## src/rtl/lea_keypad_scanner_if.sv

```systemverilog
// rtl/lea_keypad_scanner_if.sv - keypad matrix and key-event signals of the LEA keypad scanner
interface lea_keypad_scanner_if;
    logic [3:0] row_in;
    logic [2:0] col_out;
    logic       key_valid;
    logic [3:0] key_code;
    logic       star;
    logic       sharp;

    modport master (
        input  row_in,
        output col_out, key_valid, key_code, star, sharp
    );

    modport slave (
        output row_in,
        input  col_out, key_valid, key_code, star, sharp
    );
endinterface

```

## src/rtl/lea_keypad_scanner.sv

```systemverilog
// rtl/lea_keypad_scanner.sv - 4x3 keypad scanner/debouncer emitting one pulse per press
// Define KEYPAD_SYNC_EN to pass row_in through a 2-flop synchronizer before sampling.
module lea_keypad_scanner #(
    parameter int SCAN_DIV        = 50000,
    parameter int DEBOUNCE_FRAMES = 8
) (
    input  logic                  clk,
    input  logic                  rst,
    lea_keypad_scanner_if.master  kp
);
    localparam int SW = (SCAN_DIV > 1) ? $clog2(SCAN_DIV) : 1;
    localparam int CW = $clog2(DEBOUNCE_FRAMES + 1);

    typedef enum logic [1:0] {IDLE, PRESS_DB, HELD, REL_DB} state_t;

    state_t         state;
    logic [SW-1:0]  slot_cnt;
    logic [1:0]     col_idx;
    logic [1:0]     col_nxt;
    logic [CW-1:0]  cnt;
    logic [CW-1:0]  cnt_inc;
    logic           cnt_reach;
    logic [3:0]     cand;
    logic [1:0]     acc_hits;
    logic [3:0]     acc_code;
    logic [3:0]     row_s;
    logic           slot_last;
    logic           frame_end;

    `ifdef KEYPAD_SYNC_EN
    logic [3:0] row_meta;
    logic [3:0] row_sync;
    always_ff @(posedge clk) begin
        if (rst) begin
            row_meta <= 4'hF;
            row_sync <= 4'hF;
        end else begin
            row_meta <= kp.row_in;
            row_sync <= row_meta;
        end
    end
    assign row_s = row_sync;
    `else
    assign row_s = kp.row_in;
    `endif

    function automatic logic [3:0] key_map(input logic [1:0] r, input logic [1:0] c);
        if (r == 2'd3)
            return (c == 2'd0) ? 4'hA : (c == 2'd1) ? 4'h0 : 4'hB;
        return 4'(({2'b00, r} * 4'd3) + {2'b00, c} + 4'd1);
    endfunction

    assign slot_last = (slot_cnt == SW'(SCAN_DIV - 1));
    assign frame_end = slot_last && (col_idx == 2'd2);
    assign col_nxt   = (col_idx == 2'd2) ? 2'd0 : col_idx + 2'd1;
    assign cnt_inc   = cnt + CW'(1);
    assign cnt_reach = (cnt_inc >= CW'(DEBOUNCE_FRAMES));

    // Hit count saturates at 2: anything above one low row is simply MULTI.
    logic [1:0] col_hits;
    logic [3:0] col_code;
    logic [1:0] base_hits;
    logic [2:0] hit_sum;
    logic [1:0] frame_hits;
    logic [3:0] frame_code;
    logic       frame_none;
    logic       frame_single;
    logic       frame_match;

    always_comb begin
        col_hits = 2'd0;
        col_code = 4'h0;
        for (int r = 0; r < 4; r++) begin
            if (!row_s[r]) begin
                if (col_hits != 2'd2) col_hits = col_hits + 2'd1;
                col_code = key_map(2'(r), col_idx);
            end
        end
        base_hits    = (col_idx == 2'd0) ? 2'd0 : acc_hits;
        hit_sum      = {1'b0, base_hits} + {1'b0, col_hits};
        frame_hits   = (hit_sum >= 3'd2) ? 2'd2 : hit_sum[1:0];
        frame_code   = (col_hits == 2'd1) ? col_code : acc_code;
        frame_none   = (frame_hits == 2'd0);
        frame_single = (frame_hits == 2'd1);
        frame_match  = frame_single && (frame_code == cand);
    end

    always_ff @(posedge clk) begin
        if (rst) begin
            slot_cnt   <= '0;
            col_idx    <= 2'd0;
            kp.col_out <= 3'b110;
            acc_hits   <= 2'd0;
            acc_code   <= 4'h0;
        end else if (slot_last) begin
            slot_cnt   <= '0;
            col_idx    <= col_nxt;
            kp.col_out <= ~(3'b001 << col_nxt);
            acc_hits   <= frame_hits;
            acc_code   <= frame_code;
        end else begin
            slot_cnt   <= slot_cnt + SW'(1);
        end
    end

    always_ff @(posedge clk) begin
        if (rst) begin
            state        <= IDLE;
            cnt          <= '0;
            cand         <= 4'h0;
            kp.key_valid <= 1'b0;
            kp.key_code  <= 4'h0;
            kp.star      <= 1'b0;
            kp.sharp     <= 1'b0;
        end else begin
            kp.key_valid <= 1'b0;
            kp.star      <= 1'b0;
            kp.sharp     <= 1'b0;
            if (frame_end) begin
                case (state)
                    IDLE: if (frame_single) begin
                        cand <= frame_code;
                        if (DEBOUNCE_FRAMES <= 1) begin
                            state        <= HELD;
                            cnt          <= '0;
                            kp.key_valid <= 1'b1;
                            kp.key_code  <= frame_code;
                            kp.star      <= (frame_code == 4'hA);
                            kp.sharp     <= (frame_code == 4'hB);
                        end else begin
                            state <= PRESS_DB;
                            cnt   <= CW'(1);
                        end
                    end
                    PRESS_DB: if (frame_match) begin
                        if (cnt_reach) begin
                            state        <= HELD;
                            cnt          <= '0;
                            kp.key_valid <= 1'b1;
                            kp.key_code  <= cand;
                            kp.star      <= (cand == 4'hA);
                            kp.sharp     <= (cand == 4'hB);
                        end else begin
                            cnt <= cnt_inc;
                        end
                    end else begin
                        state <= IDLE;
                        cnt   <= '0;
                    end
                    HELD: if (!frame_match) begin
                        if (frame_none && DEBOUNCE_FRAMES <= 1) begin
                            state <= IDLE;
                            cnt   <= '0;
                        end else begin
                            state <= REL_DB;
                            cnt   <= frame_none ? CW'(1) : '0;
                        end
                    end
                    REL_DB: if (frame_none) begin
                        if (cnt_reach) begin
                            state <= IDLE;
                            cnt   <= '0;
                        end else begin
                            cnt <= cnt_inc;
                        end
                    end else if (frame_match) begin
                        state <= HELD;
                        cnt   <= '0;
                    end else begin
                        cnt <= '0;
                    end
                    default: begin
                        state <= IDLE;
                        cnt   <= '0;
                    end
                endcase
            end
        end
    end
endmodule

```

## src/flat_wrapper.sv

```systemverilog
// flat-port wrapper written by rule: the top's interface ports become plain ports
module lea_keypad_scanner_flat 
#(
    parameter int SCAN_DIV        = 50000,
    parameter int DEBOUNCE_FRAMES = 8
)
  (clk, rst, kp_row_in, kp_col_out, kp_key_valid, kp_key_code, kp_star, kp_sharp);
  lea_keypad_scanner_if kp_i ();
  input  logic clk;
  input  logic rst;
  input wire logic [$bits(kp_i.row_in)-1:0] kp_row_in;
  output wire logic [$bits(kp_i.col_out)-1:0] kp_col_out;
  output wire logic [$bits(kp_i.key_valid)-1:0] kp_key_valid;
  output wire logic [$bits(kp_i.key_code)-1:0] kp_key_code;
  output wire logic [$bits(kp_i.star)-1:0] kp_star;
  output wire logic [$bits(kp_i.sharp)-1:0] kp_sharp;
  assign kp_i.row_in = kp_row_in;
  assign kp_col_out = kp_i.col_out;
  assign kp_key_valid = kp_i.key_valid;
  assign kp_key_code = kp_i.key_code;
  assign kp_star = kp_i.star;
  assign kp_sharp = kp_i.sharp;
  lea_keypad_scanner #(.SCAN_DIV(SCAN_DIV), .DEBOUNCE_FRAMES(DEBOUNCE_FRAMES)) u_core (.clk(clk), .rst(rst), .kp(kp_i));
endmodule
```

## config.mk

```make
export PLATFORM = sky130hd
export DESIGN_NAME = lea_keypad_scanner_flat
export DESIGN_NICKNAME = d
export VERILOG_FILES = /design/src/rtl/lea_keypad_scanner_if.sv /design/src/rtl/lea_keypad_scanner.sv /design/src/flat_wrapper.sv
export SDC_FILE = /design/constraint.sdc
export NUM_CORES = 1
export LEC_CHECK = 0
export CORE_MARGIN = 4
export CORE_UTILIZATION = 45
export DETAILED_ROUTE_END_ITERATION = 10
export GPL_TIMING_DRIVEN = 0
export HOLD_SLACK_MARGIN = 0.08
export PLACE_DENSITY = 0.66
export SYNTH_ARGS = -nofsm -noshare
export SYNTH_HDL_FRONTEND = slang
export SYNTH_SLANG_ARGS = --single-unit
export TNS_END_PERCENT = 1
```

## constraint.sdc

```tcl
create_clock -name clk -period 3.7 [get_ports clk]
set_input_delay 0.74 -clock clk [delete_from_list [all_inputs] [get_ports clk]]
set_output_delay 0.74 -clock clk [all_outputs]
set_load 0.1 [all_outputs]
```

==> results of run 1 <==
[area by class of cell]
cell class                      instances  share of cell area, %
Sequential cell                        44                  31.48
Timing Repair Buffer                   20                  6.843
Clock buffer                            5                  2.460
Inverter                               12                  1.699
Buffer                                 10                  1.923
Multi-Input combinational cell        209                  52.01
Tap cell                               70                  3.131
Clock inverter                          2                 0.4472
[cells in the mapped netlist (all sizes together) (6+ instances only)]
library cell  instances  area, um^2
nor2                 48       180.2
dfxtp                44       880.8
a21oi                18       90.09
nand2                17       63.81
ha                   13       162.7
inv                  12       45.04
mux2i                11       122.6
nand3                11       55.05
xor2                  9       78.83
nand2b                8       50.05
clkbuf                7       26.28
xnor2                 7       61.31
o21ai                 6       33.78
[how the worst max path moves through the flow]
stage            startpoint  slack, ns                    end
6_report       kp_row_in[1]    -0.0004  u_core.kp.key_code[3]
5_1_grt        kp_row_in[0]      -0.15        u_core.state[0]
4_1_cts        kp_row_in[1]      -0.05  u_core.kp.key_code[3]
3_5_place_dp   kp_row_in[1]      -1.15  u_core.kp.key_code[3]
3_3_place_gp   kp_row_in[1]      -1.13  u_core.kp.key_code[0]
2_1_floorplan  kp_row_in[0]      -0.18  u_core.kp.key_code[0]
[state kept, by name, summed over array words and instances, names as in the netlist]
name                 flops
u_core.slot_cnt         16
u_core.acc_code          4
u_core.cand              4
u_core.cnt               4
u_core.kp.key_code       4
u_core.kp.col_out        3
u_core.acc_hits          2
u_core.col_idx           2
u_core.state             2
u_core.kp.key_valid      1
u_core.kp.sharp          1
u_core.kp.star           1
[metal layers]
| metal | track usage [%] | share of wire (%) | up-vias |
|---|---|---|---|
| li1 | - | - | 1013 |
| met1 | 19.39 | 50 | 866 |
| met2 | 26.24 | 46 | 22 |
| met3 | 3.700 | 3.1 | 6 |
| met4 | 4.561 | 1.1 | 0 |
| met5 | 0 | 0 | - |
[per-stage QoR]
step                instances    TNS [ns]
floorplan                 275     -0.8006
global placement          359      -16.91
detailed placement        359      -16.98
CTS                       372     -0.1383
global route              372     -0.6716
finish                    372  -0.0003597
[cells by family after synthesis]
| group | after synthesis | synth area share, % |
|---|---|---|
| compound gates | 46 | 13.25 |
| flops | 44 | 37.31 |
| mux | 12 | 5.670 |
| simple gates | 121 | 25.91 |
| fa+ha+maj | 14 | 7.737 |
| xor+xnor | 16 | 5.936 |
| buf+inv | 22 | 4.186 |
[where the power goes]
part | switching [uW] | leakage (uW) | internal, uW
registers | 1.79 | 0.000355 | 476
clock network | 155 | 0.0000400 | 128
logic | 55.2 | 0.000672 | 50.2
total | 212 | 0.00107 | 654
[critical path: cells and delay by family]
kind            cells  cell delay, ns
compound gates      2            0.39
mux                 1            0.13
buf+inv             2            0.25
fa+ha+maj           3            0.93
simple gates        7            1.40
[timing repair]
action / 4_1_cts / 5_1_grt
setup endpoints to repair: 17 / 14
setup buffers: 6 / 0
gates resized for setup: 19 / 6
pin swaps: 6 / 1
cloned: 0 / 0
==> flow_metrics.tcl, run 1 <==
set metrics [dict create \
    final_max_slew_viol_count 0 \
    path_common_cell "ha_4" \
    clk_pin_slew_worst_paths_ns 0.08 \
    startpoint_type "input pin" \
    multi_input_area_um2 1455 \
    num_vias 1907 \
    place_congestion 0.7888 \
    diodes 0 \
    postRouteWirelength_mm 4.564 \
    p_leak_uw 0.001067 \
    detailed_place_hpwl_mm 3.393 \
    min_from "u_core.slot_cnt[0]" \
    skew_ns 0.003026 \
    min_period_over_period_pct 100.0 \
    outcome "complete, but fails checks" \
    r2r_start "u_core.col_idx[0]" \
    syn_to_final_growth_pct 18.49 \
    reg2reg_slack_ns 0.34 \
    dp_worst_setup_slack_ns -1.155 \
    drc 0 \
    synth_fp_nets 295 \
    core_area_um2 5107 \
    min_to "u_core.slot_cnt[0]" \
    synth_area_per_cell_um2 8.586 \
    fin_crit_ns 3.700 \
    rsz0062_at_grt "yes" \
    clk_path_buf_depth 2 \
    post-route-cell-area_um2 2798 \
    drv_cap 0 \
    synth-edff-count 0 \
    num_rows 26 \
    p_per_area_nw_per_um2 309.4 \
    max_slew_margin_pct 35.14 \
    postPlaceCellArea_um2 2636 \
    dr.pass1.iters 4 \
    ys_types 54 \
    grt_pass1_wl_mm 7.941 \
    synthFlopType "dfxtp_1" \
    mostFrequentLayoutCell "nor2_1" \
    antenna_found_initial 0 \
    portBuffers 14 \
    cts-htree-levels 2 \
    clock.fmax_ghz 0.2702 \
    die_y_um 80.44 \
    path_cells "buf_12 > ha_4 > or2_1 > and2_4 > ha_4 > nor2_2 > a31o_1 > fa_1 > nand3_2 > o21bai_4 > or4_4 > or3_4 > buf_6 > mux2i_1 > nor2_1" \
    holdBufCountCts 0 \
    cts_tree "built" \
    critPathSlowestCell "fa_1" \
    ys_seq_elements 44 \
    worstRegToRegCells 13 \
    ff_latch_area_um2 880.8 \
    grt_max_degree 14 \
    ys_seq_area_share_pct 37.31 \
    critical-path-max-stage-delay_ns 0.54 \
    power_uw 865.6 \
    worstPathRequired_ns 3.86 \
    async_flop_share_pct 0 \
    start_util_pct 46.23 \
    vias_per_cell 5.126 \
    path_max_fanout 8 \
    ys_warn_count 0 \
    synth_area_um2 2361 \
    drt_iter0_markers 63 \
    dieWidth_um 80.44 \
    worst_hold_path_type "reg -> reg" \
    antenna_left 0 \
    cts.sinks 44 \
    critPathKind "in -> reg" \
    worst_hold_slack_ns 0.4551 \
    fin_nets 322 \
    violations "setup timing" \
    crit_path_end_kind "register" \
    cts_buffers 5 \
    ir_drop_uv 233.5 \
    root_buffer "clkbuf_8" \
    setup_slack_ns -0.0003597 \
    cp.arrival_ns 3.86 \
    post_drt_wl_per_cell_um 12.27 \
    layout_common_cells "nor2_1 (47), dfxtp_1 (44), nand2_1 (17), a21oi_1 (17), clkdlybuf4s50_1 (11)" \
    final_util_pct 54.78 \
    clkLatencyLatePin_ns 0.29 \
    grt_usage_pct 15.48 \
    worst_slew_pin_slew_ns 0.9698 \
    grt_pass1_vias 1767 \
    setup_viol 1 \
    drive_above_1_share_pct 12.91 \
    syn_inst 275 \
    fillCellCount 490 \
    whs_path_depth 1 \
    hold_violations 0 \
    reg2reg_to "u_core.kp.key_code[3]" \
    overflow 0 \
    dieArea_um2 6470 \
    ioPinCount 16 \
]
Power figures use the tool's default switching activity.
==> inputs of run 2 (changes only) <==
--- a/config.mk
+++ b/config.mk
@@ -5,12 +5,14 @@
 export SDC_FILE = /design/constraint.sdc
 export NUM_CORES = 1
 export LEC_CHECK = 0
+export CAP_MARGIN = 20
 export CORE_MARGIN = 4
 export CORE_UTILIZATION = 45
 export DETAILED_ROUTE_END_ITERATION = 10
 export GPL_TIMING_DRIVEN = 0
 export HOLD_SLACK_MARGIN = 0.08
 export PLACE_DENSITY = 0.66
+export REMOVE_ABC_BUFFERS = 1
 export SYNTH_ARGS = -nofsm -noshare
 export SYNTH_HDL_FRONTEND = slang
 export SYNTH_SLANG_ARGS = --single-unit
==> run 2 against run 1 <==
  * The run still ends with setup timing left
  * Clock power increased by 11%
  * Clock-buffer cell count increased by 2
  * Clock skew grew 0.0021 ns
  * Combinational power grew 9%
  * First-iteration DRC count increased by 25%
  * Maximum frequency down 1.1%
  * Total power grew 4.5%
  * Setup slack worse by 0.043 ns
  * Hold slack worse by 0.013 ns
  * Sequential cell count unchanged
  * Critical endpoint unchanged
  * Largest cell class unchanged
==> flow_metrics.tcl, run 2 (synthesis results as in run 1) <==
set metrics [dict create \
    fin_cells 371 \
    pwr-share-seq_pct 52.8 \
    layout_common_cells "nor2_1 (46), dfxtp_1 (44), nand2_1 (17), a21oi_1 (17)" \
    path_common_cell "ha_4" \
    dr_wl_met3_um 118 \
    startpoint_type "input pin" \
    post-route-cell-area_um2 2843 \
    clock.fmax_ghz 0.2672 \
    antenna_found_initial 0 \
    drt_iter0_markers 79 \
    portBuffers 15 \
    root_buffer "clkbuf_8" \
    largest_reg_flops 16 \
    setup_slack_ns -0.04308 \
    drc 0 \
    multi_input_area_um2 1461 \
    ioPinCount 16 \
    num_rows 26 \
    drv_cap 0 \
    overflow 0 \
    core_area_um2 5107 \
    dr.pass1.iters 4 \
    clk_path_buf_depth 2 \
    postPlaceCellArea_um2 2545 \
    grt_pass1_wl_mm 8.314 \
    max_flop_register "u_core.slot_cnt" \
    critPathKind "in -> reg" \
    num_vias 1926 \
    holdBufCountCts 0 \
    cts_tree "built" \
    rsz0062_at_grt "yes" \
    clk_pin_slew_worst_paths_ns 0.08 \
    dp_worst_setup_slack_ns -1.259 \
    sw_frac_of_total_pct 24.27 \
    p_leak_uw 0.001089 \
    path_max_fanout 5 \
    drive_above_1_share_pct 15.61 \
    worstPathRequired_ns 3.87 \
    max_slew_margin_pct 35.38 \
    cts.sinks 44 \
    tns_ns -0.1455 \
    diodes 0 \
    p_switching_uw 219.5 \
    vias_per_cell 5.191 \
    antenna_left 0 \
    final_max_slew_viol_count 0 \
    violations "setup timing" \
    detailed_place_hpwl_mm 3.106 \
    fin_crit_ns 3.743 \
    setup_viol 4 \
    grt_pass1_vias 1903 \
    critPathSlowestCell "or4_4" \
    cp.arrival_ns 3.91 \
    met1_length_mm 2.125 \
    dp_cells 350 \
    post_drt_wl_per_cell_um 12.16 \
    power_frac_comb_pct 12.6 \
    fillCellCount 485 \
    clkLatencyLatePin_ns 0.30 \
    start_util_pct 46.23 \
    ff_latch_area_um2 880.8 \
    dieWidth_um 80.44 \
    intPower_uw 684.8 \
    grt_max_degree 31 \
    wl_met2_mm 2.168 \
    crit_path_end_kind "register" \
    dr.max_layer_used "met4" \
    ir_drop_uv 206.2 \
    skew_ns 0.005116 \
    cts_buffers 5 \
    clockPowerShare_pct 34.6 \
    dieArea_um2 6470 \
    die_y_um 80.44 \
    mostFrequentLayoutCell "nor2_1" \
    p_per_area_nw_per_um2 318.1 \
    cts-htree-levels 2 \
    worst_slew_pin_slew_ns 0.9663 \
    worst_hold_path_type "reg -> reg" \
    outcome "complete, but fails checks" \
    fin_nets 320 \
    hold_violations 0 \
    postRouteWirelength_mm 4.512 \
    syn_to_final_growth_pct 20.40 \
    final_util_pct 55.66 \
    min_period_over_period_pct 101.2 \
    path_cells "buf_8 > ha_4 > or2_1 > and2_4 > ha_4 > nor2_2 > a31o_1 > fa_1 > nand3_2 > o21bai_4 > or4_4 > or3_4 > mux2i_1 > nor2_1" \
    grt_usage_pct 16.25 \
    place_congestion 0.8142 \
    critical-path-max-stage-delay_ns 0.53 \
]
==> run 2: cell count changes in the layout (fill, tap and decap cells not counted), sizes merged <==
cell / previous run / this run
clkinv: 1 / 0
buf: 11 / 14
dlygate4sd2: 0 / 1
clkbuf: 13 / 9
==> run 2: per-layer routing <==
| layer | global-route usage, % | vias to the layer above |
|---|---|---|
| li1 | - | 1005 |
| met1 | 19.12 | 895 |
| met2 | 27.90 | 16 |
| met3 | 4.709 | 10 |
| met4 | 5.912 | 0 |
| met5 | 0 | - |
==> run 2: what timing repair did <==
| item | in CTS | in global routing |
|---|---|---|
| setup endpoints to repair | 17 | 13 |
| resized for setup | 35 | 9 |
| setup buffers | 6 | 5 |
| pin swaps | 8 | 8 |
==> run 2: power groups by stage <==
stage | Clock [uW] | Combinational, uW | Sequential (uW)
floorplan | 0 | 53.2 | 488
finish | 313 | 114 | 477
global placement | 0 | 78.6 | 489
CTS | 325 | 99.9 | 477
global route | 353 | 127 | 478
detailed placement | 0 | 79.7 | 489
==> run 2: cell type report <==
cell class / count / area share (%)
tap: 70 / 3.081
clock inverter: 1 / 0.2641
inverter: 12 / 1.937
multi-input combinational: 209 / 51.41
clock buffer: 7 / 3.037
timing repair buffer: 28 / 9.287
sequential: 44 / 30.99
==> run 2: final timing paths <==
| path | from | to | cells past startpoint | slack (ns) |
|---|---|---|---|---|
| max | kp_row_in[0] | u_core.kp.key_code[3] | 14 | -0.04 |
| min | u_core.slot_cnt[0] | u_core.slot_cnt[0] | 1 | 0.44 |
| max reg2reg | u_core.col_idx[0] | u_core.kp.key_code[3] | 12 | 0.21 |
| min reg2reg | u_core.slot_cnt[0] | u_core.slot_cnt[0] | 1 | 0.44 |
==> run 2: through the flow <==
stage	hold slack (ns)	power, uW
floorplan	0.4132	541.5
global placement	0.4297	567.1
detailed placement	0.4368	568.3
CTS	0.4495	902.5
global route	0.4740	957.4
finish	0.4419	904.3
==> run 2: worst max-delay path, delay by kind of cell <==
family	cells	cell delay [ns]
buffers and inverters	1	0.11
muxes	1	0.17
AOI/OAI and AO/OA	2	0.41
adders and majority gates	3	0.92
and+or+nand+nor	7	1.56
==> patch 1: new RTL, flow settings as in run 1 <==
`SCAN_DIV` is set to 50000 in 2 places; all go to 25000.
--- a/src/rtl/lea_keypad_scanner.sv
+++ b/src/rtl/lea_keypad_scanner.sv
@@ -3,3 +3,3 @@
 module lea_keypad_scanner #(
-    parameter int SCAN_DIV        = 50000,
+    parameter int SCAN_DIV        = 25000,
     parameter int DEBOUNCE_FRAMES = 8
--- a/src/flat_wrapper.sv
+++ b/src/flat_wrapper.sv
@@ -3,3 +3,3 @@
 #(
-    parameter int SCAN_DIV        = 50000,
+    parameter int SCAN_DIV        = 25000,
     parameter int DEBOUNCE_FRAMES = 8
Check against the original RTL: no difference found for any inputs over 10 cycles, from zero or initial values and one cycle with rst high; that may be too few to reach the edited logic, so the function may still have changed.
==> patch 1 against run 1 <==
Sequential cell count decreased by 1; setup slack worse by 0.47 ns; critical path depth rose by 3; routed wire length increased by 9.2%; total power grew 16%; die area shrank 0.72%; synthesized cell count up 1.8%; via count increased by 4.1%; critical endpoint is now u_core.kp.key_code[2]$_SDFFE_PP0P_; the run still ends with negative setup slack left; synthesized area decreased by 0.79%; cell area is 3.4% higher; combinational power is 12% higher; clock skew increased by 0.0014 ns; fmax shrank 11%; count of clock-buffer cells in the layout grew 1.
==> patch 1: results <==
worst_setup_path:
  cp-endpoint: "u_core.kp.key_code[2]$_SDFFE_PP0P_"
  r2r_slack_ns: -0.25
  critical_path.max_fanout: 5
  rr_endpoint: "u_core.kp.key_code[2]$_SDFFE_PP0P_"
  cp.arrival_ns: 4.34
  critPathSlowestCell: "or4_4"
logic_synthesis:
  synthTopCellsByCount: "nor2_1 (44), dfxtp_1 (43), nand2_1 (25)"
  synthMuxAreaShare: 0.0475
  synth_compound_area_frac: 0.129
  seq_area_frac_synth: 0.368
  netlist_instances: 280
power_and_ir_drop:
  internal_power_uw: 793
  irDropWorstVdd_mv: 0.234
  switching_share: 0.212
  p_clk_frac: 0.419
detailed_routing:
  vias: 1986
  drt_wl_total_microns: 4980
  wl_per_cell_microns: 13.2
  drt_iter0_drc: 89
placed_design:
  place.gp.congestion: 0.831
  place_inst: 361
  post-place-ws_ns: -1.66
  place_area_sq_um: 2610
  hpwl_microns: 3510
sta:
  fin_tns_setup_ns: -5.16
  finalWorstSetupSlack_ns: -0.475
  holdWs_ns: 0.453
  setup_viol: 13
  worst_pin_slew_ns: 0.976
  clock_skew_ns: 0.00444
global_routing:
  grt_pass1_wl_microns: 8560
worst_hold_path:
  min_path_cells: 2
  min_from: "u_core.acc_hits[1]$_SDFFE_PP0N_"
finish:
  drive_gt1_frac: 0.144
  largest_reg_flops: 15
  n_fill_cell: 461
  final_area_sq_um: 2890
outcome:
  failed_checks: "negative setup slack"
  status: "finished, violations left"
[patch 1: area by class of cell]
| cell class | instances | share of cell area |
|---|---|---|
| repair buffers | 25 | 0.0805 |
| plain buffers | 11 | 0.0221 |
| inverters | 17 | 0.0273 |
| clock inverters | 2 | 0.0208 |
| flip-flops and latches | 43 | 0.298 |
| multi-input cells | 208 | 0.498 |
| clock buffers | 6 | 0.0251 |
| well taps | 67 | 0.0290 |
[patch 1: layer usage]
| layer | vias to the layer above | GRT usage | share of wire |
|---|---|---|---|
| met2 | 22 | 0.296 | 0.51 |
| li1 | 1033 | - | - |
| met1 | 927 | 0.203 | 0.46 |
| met3 | 4 | 0.0336 | 0.025 |
| met4 | 0 | 0.0422 | 0.0080 |
| met5 | - | 0 | 0 |
[patch 1: timing repair]
action,CTS,global route
setup endpoints to repair,17,13
hold endpoints to repair,0,0
gates resized for setup,32,3
gates cloned,0,0
pin swaps,9,10
setup buffers,8,3
==> patch 2: new RTL, config.mk and constraints of run 1 <==
Made on the original files. Re-encode `state_t` (4 states) as one-hot, 4 bits wide.
--- a/src/rtl/lea_keypad_scanner.sv
+++ b/src/rtl/lea_keypad_scanner.sv
@@ -13,3 +13,3 @@
 
-    typedef enum logic [1:0] {IDLE, PRESS_DB, HELD, REL_DB} state_t;
+    typedef enum logic [3:0] {IDLE = 4'b0001, PRESS_DB = 4'b0010, HELD = 4'b0100, REL_DB = 4'b1000} state_t;
 
Check against the original RTL: no difference found for any inputs over 10 cycles, from zero or initial values and one cycle with rst high; not proved beyond that.
==> patch 2 against run 1 <==
Clock power increased by 34%; sequential cell count grew 2; total power increased by 17%; setup slack improved by 0.10 ns; clock skew grew 0.0060 ns; routed wire length grew 19%; synthesized area is 11% higher; combinational power rose by 27%; critical path depth is 1 higher; cell area rose by 13%; critical endpoint is now u_core.state[1]$_SDFFE_PP0P_; largest cell class unchanged.
==> patch 2: results <==
outcome:
  status: "complete, no violations"
logic_synthesis:
  seq_area_frac_synth: 0.351
  netlist_instances: 304
  ys_top_cells_by_area: "dfxtp_1 (35%), nor2_1 (8.2%), ha_1 (6.2%)"
  syn_nets: 324
detailed_routing:
  drt_iter0_drc: 83
  wl_per_cell_microns: 13.3
  met1_length_microns: 2670
  wl_met2_microns: 2520
worst_setup_path:
  cp.arrival_ns: 3.78
  crit_path_max_incr_delay_ns: 0.48
  critPathSlowestCell: "fa_2"
global_routing:
  grt_max_degree: 16
  grt_pass1_vias: 2086
  met2_usage: 0.254
  grt_use_met1: 0.211
  grt_pass1_wl_microns: 9400
  groute.usage.overall: 0.157
placed_design:
  hpwl_microns: 3880
  place_inst: 391
  io_buffers: 15
  post-place-ws_ns: -1.00
  place.gp.congestion: 0.779
power_and_ir_drop:
  p_leak_uw: 0.00116
finish:
  drive_gt1_frac: 0.161
  fin_nets: 355
  fin_cells: 408
  n_fill_cell: 516
sta:
  slew_headroom: 0.345
[patch 2: kinds of logic (layout without fill, tap and decap cells)]
group           Yosys count  count (layout)  synth area share
xor+xnor                 18              18            0.0602
compound gates           45              45             0.126
fa+ha+maj                14              14            0.0697
mux                      15              15            0.0683
flops                    46              46             0.351
buf+inv                  23              55            0.0377
simple gates            143             143             0.287
[patch 2: cell type report]
class | count | area share
clock buffers | 5 | 0.0218
repair buffers | 24 | 0.0698
multi-input cells | 235 | 0.542
flip-flops and latches | 46 | 0.292
clock inverters | 3 | 0.0139
inverters | 14 | 0.0175
plain buffers | 9 | 0.0147
well taps | 72 | 0.0286
[patch 2: final timing paths]
check | startpoint | end | slack, ns | cells past startpoint
setup / recovery | kp_row_in[1] | u_core.state[1]$_SDFFE_PP0P_ | 0.10 | 16
hold reg to reg | u_core.slot_cnt[0]$_SDFF_PP0_ | u_core.slot_cnt[0]$_SDFF_PP0_ | 0.45 | 1
hold / removal | u_core.slot_cnt[0]$_SDFF_PP0_ | u_core.slot_cnt[0]$_SDFF_PP0_ | 0.45 | 1
setup reg to reg | u_core.col_idx[0]$_SDFFE_PP0N_ | u_core.state[1]$_SDFFE_PP0P_ | 0.56 | 11
[patch 2: power breakdown]
part	total, uW	leakage (uW)	switching (uW)	internal (uW)
Clock	378	0.0000585	176	203
Sequential	499	0.000371	1.80	497
Combinational	133	0.000734	73.5	59.8
[patch 2: timing repair]
action | in CTS | in global routing
gates resized for setup | 20 | 18
pin swaps | 7 | 3
setup endpoints to repair | 19 | 13
buffers inserted | 5 | 4
[patch 2: stage by stage]
step / instance area (sq um) / utilization
CTS: 3080 / 0.552
floorplan: 2620 / -
finish: 3150 / 0.566
global placement: 2860 / 0.513
detailed placement: 2860 / 0.513
global route: 3150 / 0.566
